File: config.mk
export PLATFORM = sky130hd
export DESIGN_NAME = fp_unpack_stage
export DESIGN_NICKNAME = d
export VERILOG_FILES = /design/src/rtl/fp_pkg.sv /design/src/rtl/fp_unpack_one.sv /design/src/rtl/fp_unpack_stage.sv
export SDC_FILE = /design/constraint.sdc
export NUM_CORES = 1
export LEC_CHECK = 0
export ABC_AREA = 1
export CAP_MARGIN = 15
export CORE_MARGIN = 2
export CORE_UTILIZATION = 54
export DETAILED_ROUTE_END_ITERATION = 16
export PLACE_DENSITY_LB_ADDON = 0.12
export SETUP_SLACK_MARGIN = 0.05
export SYNTH_ARGS = -nofsm -noshare
export SYNTH_HDL_FRONTEND = slang
export SYNTH_SLANG_ARGS = --single-unit
export TNS_END_PERCENT = 5
File: constraint.sdc
create_clock -name clk -period 2.1 [get_ports clk]
set_input_delay 0.21 -clock clk [delete_from_list [all_inputs] [get_ports clk]]
set_output_delay 0.21 -clock clk [all_outputs]
set_load 0.03 [all_outputs]
File: src/rtl/fp_pkg.sv
// Shared constants for the FP adder front-end: binary32 field layout, internal
// 37-bit operand format, class-flag positions, sub_case codes and skid states.
package fp_pkg;

  localparam int EXP_W      = 8;
  localparam int FRAC_W     = 23;
  localparam int GUARD_BITS = 4;
  localparam int NUM_W      = 1 + EXP_W + 1 + FRAC_W + GUARD_BITS;

  // Internal format: {sign, exponent, hidden, frac, guard zeros}
  localparam int SIGN_BIT = NUM_W - 1;
  localparam int EXP_MSB  = NUM_W - 2;
  localparam int EXP_LSB  = EXP_MSB - EXP_W + 1;
  localparam int MANT_MSB = EXP_LSB - 1;
  localparam int MANT_LSB = 0;

  localparam int CLS_SUB  = 0;
  localparam int CLS_ZERO = 1;
  localparam int CLS_INF  = 2;
  localparam int CLS_NAN  = 3;

  localparam logic [1:0] SUB_NONE = 2'd0;
  localparam logic [1:0] SUB_A    = 2'd1;
  localparam logic [1:0] SUB_B    = 2'd2;
  localparam logic [1:0] SUB_BOTH = 2'd3;

  typedef enum logic [1:0] {EMPTY, ONE, TWO} skid_state_t;

endpackage

File: src/rtl/fp_unpack_one.sv
// Combinational unpack of one IEEE binary operand into the internal format
// plus class flags. Exponent passes through untouched, even for subnormals.
module fp_unpack_one #(
  parameter int EXP_W      = fp_pkg::EXP_W,
  parameter int FRAC_W     = fp_pkg::FRAC_W,
  parameter int GUARD_BITS = fp_pkg::GUARD_BITS,
  localparam int IN_W      = 1 + EXP_W + FRAC_W,
  localparam int NUM_W     = IN_W + 1 + GUARD_BITS
) (
  input  logic [IN_W-1:0]  op,
  output logic [NUM_W-1:0] num,
  output logic [3:0]       cls,
  output logic             exp_zero
);
  import fp_pkg::*;

  logic              sign;
  logic [EXP_W-1:0]  e;
  logic [FRAC_W-1:0] f;
  logic              e_ones, f_nz;

  assign sign     = op[IN_W-1];
  assign e        = op[FRAC_W +: EXP_W];
  assign f        = op[FRAC_W-1:0];
  assign exp_zero = (e == '0);
  assign e_ones   = &e;
  assign f_nz     = |f;

  // Hidden bit is simply e != 0; NaN payload rides along in f unchanged.
  assign num = {sign, e, ~exp_zero, f, {GUARD_BITS{1'b0}}};

  always_comb begin
    cls           = '0;
    cls[CLS_SUB]  = exp_zero & f_nz;
    cls[CLS_ZERO] = exp_zero & ~f_nz;
    cls[CLS_INF]  = e_ones & ~f_nz;
    cls[CLS_NAN]  = e_ones & f_nz;
  end

endmodule

File: src/rtl/fp_unpack_stage.sv
// Registered FP-adder front-end: unpacks an operand pair and presents it
// through a 2-entry skid buffer so in_ready comes straight from state.
module fp_unpack_stage #(
  parameter int EXP_W      = fp_pkg::EXP_W,
  parameter int FRAC_W     = fp_pkg::FRAC_W,
  parameter int GUARD_BITS = fp_pkg::GUARD_BITS,
  localparam int IN_W      = 1 + EXP_W + FRAC_W,
  localparam int NUM_W     = IN_W + 1 + GUARD_BITS
) (
  input  logic             clk,
  input  logic             rst_n,
  input  logic             in_valid,
  output logic             in_ready,
  input  logic [IN_W-1:0]  in_a,
  input  logic [IN_W-1:0]  in_b,
  output logic             out_valid,
  input  logic             out_ready,
  output logic [NUM_W-1:0] out_num_a,
  output logic [NUM_W-1:0] out_num_b,
  output logic [3:0]       out_cls_a,
  output logic [3:0]       out_cls_b,
  output logic [1:0]       out_sub_case
);
  import fp_pkg::*;

  typedef struct packed {
    logic [NUM_W-1:0] num_a;
    logic [NUM_W-1:0] num_b;
    logic [3:0]       cls_a;
    logic [3:0]       cls_b;
    logic [1:0]       sub_case;
  } pair_t;

  logic [1:0][IN_W-1:0]  ops;
  logic [1:0][NUM_W-1:0] nums;
  logic [1:0][3:0]       clss;
  logic [1:0]            ezero;

  assign ops = {in_b, in_a};

  for (genvar i = 0; i < 2; i++) begin : g_unp
    fp_unpack_one #(
      .EXP_W(EXP_W), .FRAC_W(FRAC_W), .GUARD_BITS(GUARD_BITS)
    ) u_unp (
      .op(ops[i]), .num(nums[i]), .cls(clss[i]), .exp_zero(ezero[i])
    );
  end

  pair_t d, m, s;
  skid_state_t state;

  // Zeros count as exponent-zero here; downstream routing keys on e == 0.
  assign d = '{num_a: nums[0], num_b: nums[1], cls_a: clss[0], cls_b: clss[1],
               sub_case: ezero};

  // in_ready is high in EMPTY/ONE, so in_valid alone implies a transfer there.
  always_ff @(posedge clk or negedge rst_n) begin
    if (!rst_n) begin
      state <= EMPTY;
      m     <= '0;
      s     <= '0;
    end else begin
      case (state)
        EMPTY: if (in_valid) begin
          m     <= d;
          state <= ONE;
        end
        ONE: begin
          if (in_valid && out_ready) m <= d;
          else if (in_valid) begin
            s     <= d;
            state <= TWO;
          end else if (out_ready) state <= EMPTY;
        end
        TWO: if (out_ready) begin
          m     <= s;
          state <= ONE;
        end
        default: state <= EMPTY;
      endcase
    end
  end

  assign out_valid    = (state != EMPTY);
  assign in_ready     = (state != TWO);
  assign out_num_a    = m.num_a;
  assign out_num_b    = m.num_b;
  assign out_cls_a    = m.cls_a;
  assign out_cls_b    = m.cls_b;
  assign out_sub_case = m.sub_case;

endmodule

==> flow_summary.yaml, run 1 <==
drt:
  dr.pass1.iters: 6
  wl_per_cell_um: 13.8
  avgViaCountPerCell: 5.10
  ant_nets: 0
  routed_wl_um: 15800
  drc: 0
  drt_iter0_markers: 431
  vias: 5845
cts:
  cts_setup_buffers: 0
  cts_sinks: 154
  numCtsBuffers: 17
  cts-htree-levels: 4
  clockBufferDepth: 2
  clkTransAtPathRegs_ns: 0.06
  cts_tree: "yes"
  ctsRootBufferMaster: "clkbuf_16"
  worstSkewPairLatency_ns: 0.42
sta:
  fin_crit_sh_pct: 93.1
  finalSetupViolCount: 0
  tns_ns: 0
  worstMarginPinSlew_ns: 0.936
  holdWs_ns: 0.378
  fin_crit_ns: 1.95
  fmax_mhz: 512
  drv_slew: 0
  slew_headroom_pct: 37.5
  rsz0062_at_grt: "false"
  skew_ns: 0.00408
  hold_viol: 0
grt:
  grt_pass1_wl_um: 25700
  antenna_found_initial: 0
  grt_pass1_vias: 5505
  gr-total-overflow: 0
  grt_use_total_pct: 24.1
  grt_max_degree: 88
power:
  power.leakage_nw: 4.14
  swShare_pct: 37.7
  share_seq_of_total_power_pct: 36.1
  switchingPower_mw: 5.12
  power.internal_mw: 8.48
  max-vdd-ir-drop_mv: 1.05
  p_clk_share_pct: 23.8
  power_density_nw_per_um2: 1510
  comb_power_share_pct: 40.1
place:
  portBuffers: 145
  dp_hpwl_um: 10500
  place_congestion: 0.864
critical_path:
  required_ns: 1.89
  endpoint_kind: "output port"
  crit_chain: "or2_2, clkdlybuf4s50_1"
  crit_family: "buffers and inverters"
  start_kind: "flip-flop"
  rr_worst_depth: 9
  crit_path_max_fanout: 4
  path_buf_inv: 1
  critPathSlowestCell: "clkdlybuf4s50_1"
  r2r-start: "state[0]"
  timing.rr.end: "out_cls_b[1]"
  max_stage_delay_ns: 0.60
  critPathArrivalTime_ns: 1.74
  reg2reg_slack_ns: 0.29
  critPathKind: "flip-flop to output port"
floorplan:
  io_pins: 154
  initial_utilization_pct: 54.9
  die_x_um: 117
  core_um2: 12500
  die_h_um: 117
  die-area_um2: 13700
  rows: 41
cells_and_area:
  antennaDiodeCount: 0
  nNetsFinal: 1030
  drive_gt1_share_pct: 4.82
  nFillCells: 1003
  synthToLayoutAreaGrowth_pct: 31.1
yosys:
  synth_xor_area_share_pct: 0.127
  synth_top_family_by_area: "simple AND/OR/NAND/NOR gates"
  yosys.cell_types.count: 24
  synthAdderAreaFrac_pct: 0
  synth_area_leader_cell: "dfrtp_1"
  synth_edf_count: 0
  synth_top_area_share_pct: 56.1
  ys_seq_area_share_pct: 56.1
  avgSynthCellArea_um2: 8.23
  synth.area.top_cells: "dfrtp_1, nand2_1, o21ai_0"
  synthArstFlopShare_pct: 100
  ys_warn_count: 0
  synth_compound_area_share_pct: 15.7
  syn_area_um2: 6880
  syn_inst: 835
  ys.flop_type: "dfrtp_1"
  synth_most_common_cell: "nand2_1"
  synth_common_cells: "nand2_1, dfrtp_1, o21ai_0, o21ai_1, inv_1"
  synth-simple-area-share_pct: 19.2
  synth-seq-cells: 154
  synth_mux_area_share_pct: 0
run:
  maxCapViolCount: 0
status:
  status: "complete, no violations"
hold_path:
  hold_path.class: "input pin to async pin"
power by group through the flow:
stage / registers, mW / clock network, mW / logic, mW
4_1_cts: 4.91 / 3.29 / 5.48
3_5_place_dp: 4.93 / 0 / 5.45
6_report: 4.91 / 3.24 / 5.45
5_1_grt: 5.06 / 3.42 / 5.96
3_3_place_gp: 4.90 / 0 / 5.30
2_1_floorplan: 6.18 / 0 / 2.10
how the worst max path moves through the flow:
stage / start / to / cells past startpoint
after floorplan: state[1] / out_cls_a[0] / 7
after global placement: out_ready / s[9] / 4
after detailed placement: out_ready / s[9] / 4
after CTS: state[0] / out_valid / 2
after global routing: state[0] / out_valid / 2
final: state[0] / out_valid / 2
placed cells by master (no fill, tap or decap), drive strengths merged, types with 2 or more instances in the layout:
cell and n:
conb 8, clkinv 4, or2 2, nand3 6
nor2 55, clkbuf 23, nand2 264, nor3 2
dfrtp 154, buf 11, clkdlybuf4s50 143, bufinv 5
o21ai 212, nand4 8, inv 73
logic make-up (layout without fill, tap and decap cells):
group,count (synthesis),count (layout)
xor gates and xnor gates,1,1
and+or+nand+nor,337,337
DFF,154,154
other,1,8
AOI/OAI and AO/OA,214,214
buffers and inverters,128,261
per-stage QoR:
stage	worst slack, ns	utilization, %	area, um^2	cells	total power [mW]
after floorplan	0.725	-	6900	842	8.28
after global placement	0.193	67.0	8390	1114	10.2
after detailed placement	0.0987	67.0	8390	1114	10.4
after CTS	0.144	72.0	9010	1147	13.7
after global routing	0.0898	72.0	9010	1147	14.4
final	0.146	72.0	9010	1147	13.6
routing by layer:
layer / GRT usage [%] / up-vias / part of all wire, %
li1: - / 2901 / -
met1: 32.7 / 2769 / 46
met2: 38.3 / 152 / 47
met5: 0 / - / 0
met4: 9.18 / 0 / 2.0
met3: 5.15 / 23 / 5.0
state kept, by name (all words and copies together), names as in the netlist:
signal,flops
out_cls_a,4
out_cls_b,4
out_num_a,33
out_num_b,33
out_sub_case,2
s,76
state,2
area by class of cell:
type	instances	area (um^2)	share of cell area [%]
clock buffer	23	448	4.97
multi-input combinational	560	2440	27.0
tap	172	215	2.39
clock inverter	9	170	1.89
sequential	154	3850	42.8
timing repair buffer	156	1610	17.9
inverter	73	277	3.07
what timing repair did:
item | 4_1_cts | 5_1_grt
hold buffers | 1 | 0
endpoints found under the hold margin | 64 | 0
endpoints found under the setup margin | 1 | 0
gates resized for setup | 1 | 0
No activity file was read; power rests on OpenSTA's default activity.
==> inputs of run 2 (changes only) <==
--- a/config.mk
+++ b/config.mk
@@ -5,13 +5,14 @@
 export SDC_FILE = /design/constraint.sdc
 export NUM_CORES = 1
 export LEC_CHECK = 0
-export ABC_AREA = 1
 export CAP_MARGIN = 15
 export CORE_MARGIN = 2
 export CORE_UTILIZATION = 54
 export DETAILED_ROUTE_END_ITERATION = 16
 export PLACE_DENSITY_LB_ADDON = 0.12
+export REMOVE_ABC_BUFFERS = 1
 export SETUP_SLACK_MARGIN = 0.05
+export SLEW_MARGIN = 0
 export SYNTH_ARGS = -nofsm -noshare
 export SYNTH_HDL_FRONTEND = slang
 export SYNTH_SLANG_ARGS = --single-unit
==> run 2 against run 1 <==
Compared with the run above: via count is 1.5% higher; power is 21% lower; hold slack worse by 0.078 ns; critical path depth stayed put; maximum frequency is 3.0% lower; clock-buffer cell count is 1 higher; sequential share of layout area is 0.46 points higher; worst setup slack worse by 0.060 ns; combinational power is 39% lower; first-iteration DRC count is 15% higher; critical path type unchanged; largest cell class unchanged; largest power group is now registers.
==> flow_summary.yaml, run 2 <==
status:
  status: "complete, no violations"
grt:
  gr-total-overflow: 0
  grt_pass1_wl_um: 27700
  grt_use_total_pct: 26.9
  grt_pass1_vias: 5789
  antenna_found_initial: 0
  grt_max_degree: 75
drt:
  dr.pass1.iters: 7
  wl_per_cell_um: 15.5
  vias: 5931
  routed_wl_um: 16900
  drt_iter0_markers: 497
  ant_nets: 0
  drc: 0
  avgViaCountPerCell: 5.45
critical_path:
  path_buf_inv: 1
  crit_path_max_fanout: 7
  crit_chain: "or2_2, clkdlybuf4s50_1"
  critPathArrivalTime_ns: 1.80
  crit_family: "buffers and inverters"
  endpoint_kind: "output port"
  max_stage_delay_ns: 0.60
  start_kind: "flip-flop"
  critPathSlowestCell: "clkdlybuf4s50_1"
  critPathKind: "flip-flop to output port"
  required_ns: 1.89
sta:
  hold_viol: 0
  drv_slew: 0
  fin_crit_sh_pct: 95.9
  worstMarginPinSlew_ns: 0.834
  fmax_mhz: 497
  rsz0062_at_grt: "true"
  holdWs_ns: 0.300
  finalSetupViolCount: 0
  fin_crit_ns: 2.01
  skew_ns: 0.00689
  slew_headroom_pct: 44.4
  tns_ns: 0
yosys:
  synth_top_area_share_pct: 57.7
  avgSynthCellArea_um2: 8.63
  synth_area_leader_cell: "dfrtp_1"
  synth.area.top_cells: "dfrtp_1, nand2_1, a31oi_1"
  yosys.cell_types.count: 31
  syn_inst: 774
  synth_common_cells: "nand2_1, dfrtp_1, nor2_1, a31oi_1, buf_2"
  syn_area_um2: 6680
  ys.flop_type: "dfrtp_1"
  synth_most_common_cell: "nand2_1"
  ys_seq_area_share_pct: 57.7
  synthArstFlopShare_pct: 100
  synth-seq-cells: 154
  ys_warn_count: 0
  synth_edf_count: 0
place:
  dpl_cell_area_um2: 8310
  dp.cells: 1056
  dp_hpwl_um: 11100
  portBuffers: 145
  place_congestion: 0.824
cells_and_area:
  largest_register_ffs: 76
  final_cell_mix: "nand2_1, dfrtp_1, clkdlybuf4s50_1"
  drive_gt1_share_pct: 7.17
  nNetsFinal: 976
  final_common_cell: "nand2_1"
  synthToLayoutAreaGrowth_pct: 33.6
  design_area_um2: 8920
  final_cells: 1089
  largest-register: "s"
  antennaDiodeCount: 0
floorplan:
  io_pins: 154
  core_um2: 12100
  die_x_um: 115
  die_h_um: 115
  rows: 40
  die-area_um2: 13300
  initial_utilization_pct: 55.4
power:
  max-vdd-ir-drop_mv: 0.644
  finalPower_mw: 10.7
  power_density_nw_per_um2: 1200
  power.leakage_nw: 4.05
cts:
  numCtsBuffers: 17
  cts_sinks: 154
  ctsRootBufferMaster: "clkbuf_16"
  cts_setup_buffers: 0
  clkTransAtPathRegs_ns: 0.06
  clockBufferDepth: 2
  cts-htree-levels: 4
  cts_tree: "yes"
  worstSkewPairLatency_ns: 0.42
run:
  maxCapViolCount: 0
hold_path:
  hold_path.class: "input pin to async pin"
[run 2: worst reg2reg max path: stages, from the launching register on]
cell and delay (ns):
dfrtp_1 0.45, nor2b_4 0.23, buf_4 0.67, nand2_1 0.14, a31oi_1 0.29
[run 2: metal layers]
metal	GRT usage, %	vias up	routed length (um)
li1	-	2774	-
met1	35.2	2893	7110
met2	43.7	233	8310
met3	6.75	31	1120
met4	9.72	0	369
met5	0	-	0
[run 2: through the flow]
step / setup slack, ns / util, %
after floorplan: -4.22 / -
after global placement: 0.220 / 68.9
after detailed placement: 0.190 / 68.9
after CTS: 0.0674 / 73.9
after global routing: 0.0382 / 73.9
final: 0.0863 / 73.9
[run 2: cells by family (layout without fill, tap and decap cells)]
kind of cell	after synthesis	after routing	share of synthesized area [%]
AOI/OAI and AO/OA	91	91	8.21
buffers and inverters	56	196	4.27
DFF	154	154	57.7
muxes	10	10	1.65
other	1	8	0.0562
and+or+nand+nor	462	462	28.1
[run 2: final timing paths]
kind | cells past startpoint | slack, ns | start | endpoint
max in group asynchronous | 3 | 1.10 | rst_n | s[73]
hold / removal | 2 | 0.30 | rst_n | s[52]
setup / recovery | 2 | 0.09 | state[1] | out_valid
min in group clk | 3 | 0.35 | in_b[31] | s[46]
hold reg to reg | 2 | 0.47 | s[52] | s[52]
setup reg to reg | 4 | 0.21 | state[1] | out_num_b[16]
[run 2: final cells by class]
| class | instances | area [um^2] |
|---|---|---|
| Clock buffer | 24 | 502 |
| Clock inverter | 8 | 90.1 |
| Fill cell | 876 | 3140 |
| Inverter | 1 | 3.75 |
| Multi-Input combinational cell | 571 | 2590 |
| Sequential cell | 154 | 3850 |
| Tap cell | 168 | 210 |
| Timing Repair Buffer | 163 | 1670 |
[run 2: timing repair]
action                                 in CTS  in global routing
hold buffers                                1                  0
resized for setup                           0                  1
setup endpoints to repair                   0                  2
endpoints found under the hold margin      46                  0
[run 2: power breakdown]
| part | switching (mW) | leakage (nW) | internal [mW] |
|---|---|---|---|
| logic | 1.99 | 1.91 | 1.36 |
| registers | 0.503 | 1.84 | 3.85 |
| clock network | 1.13 | 0.300 | 1.89 |
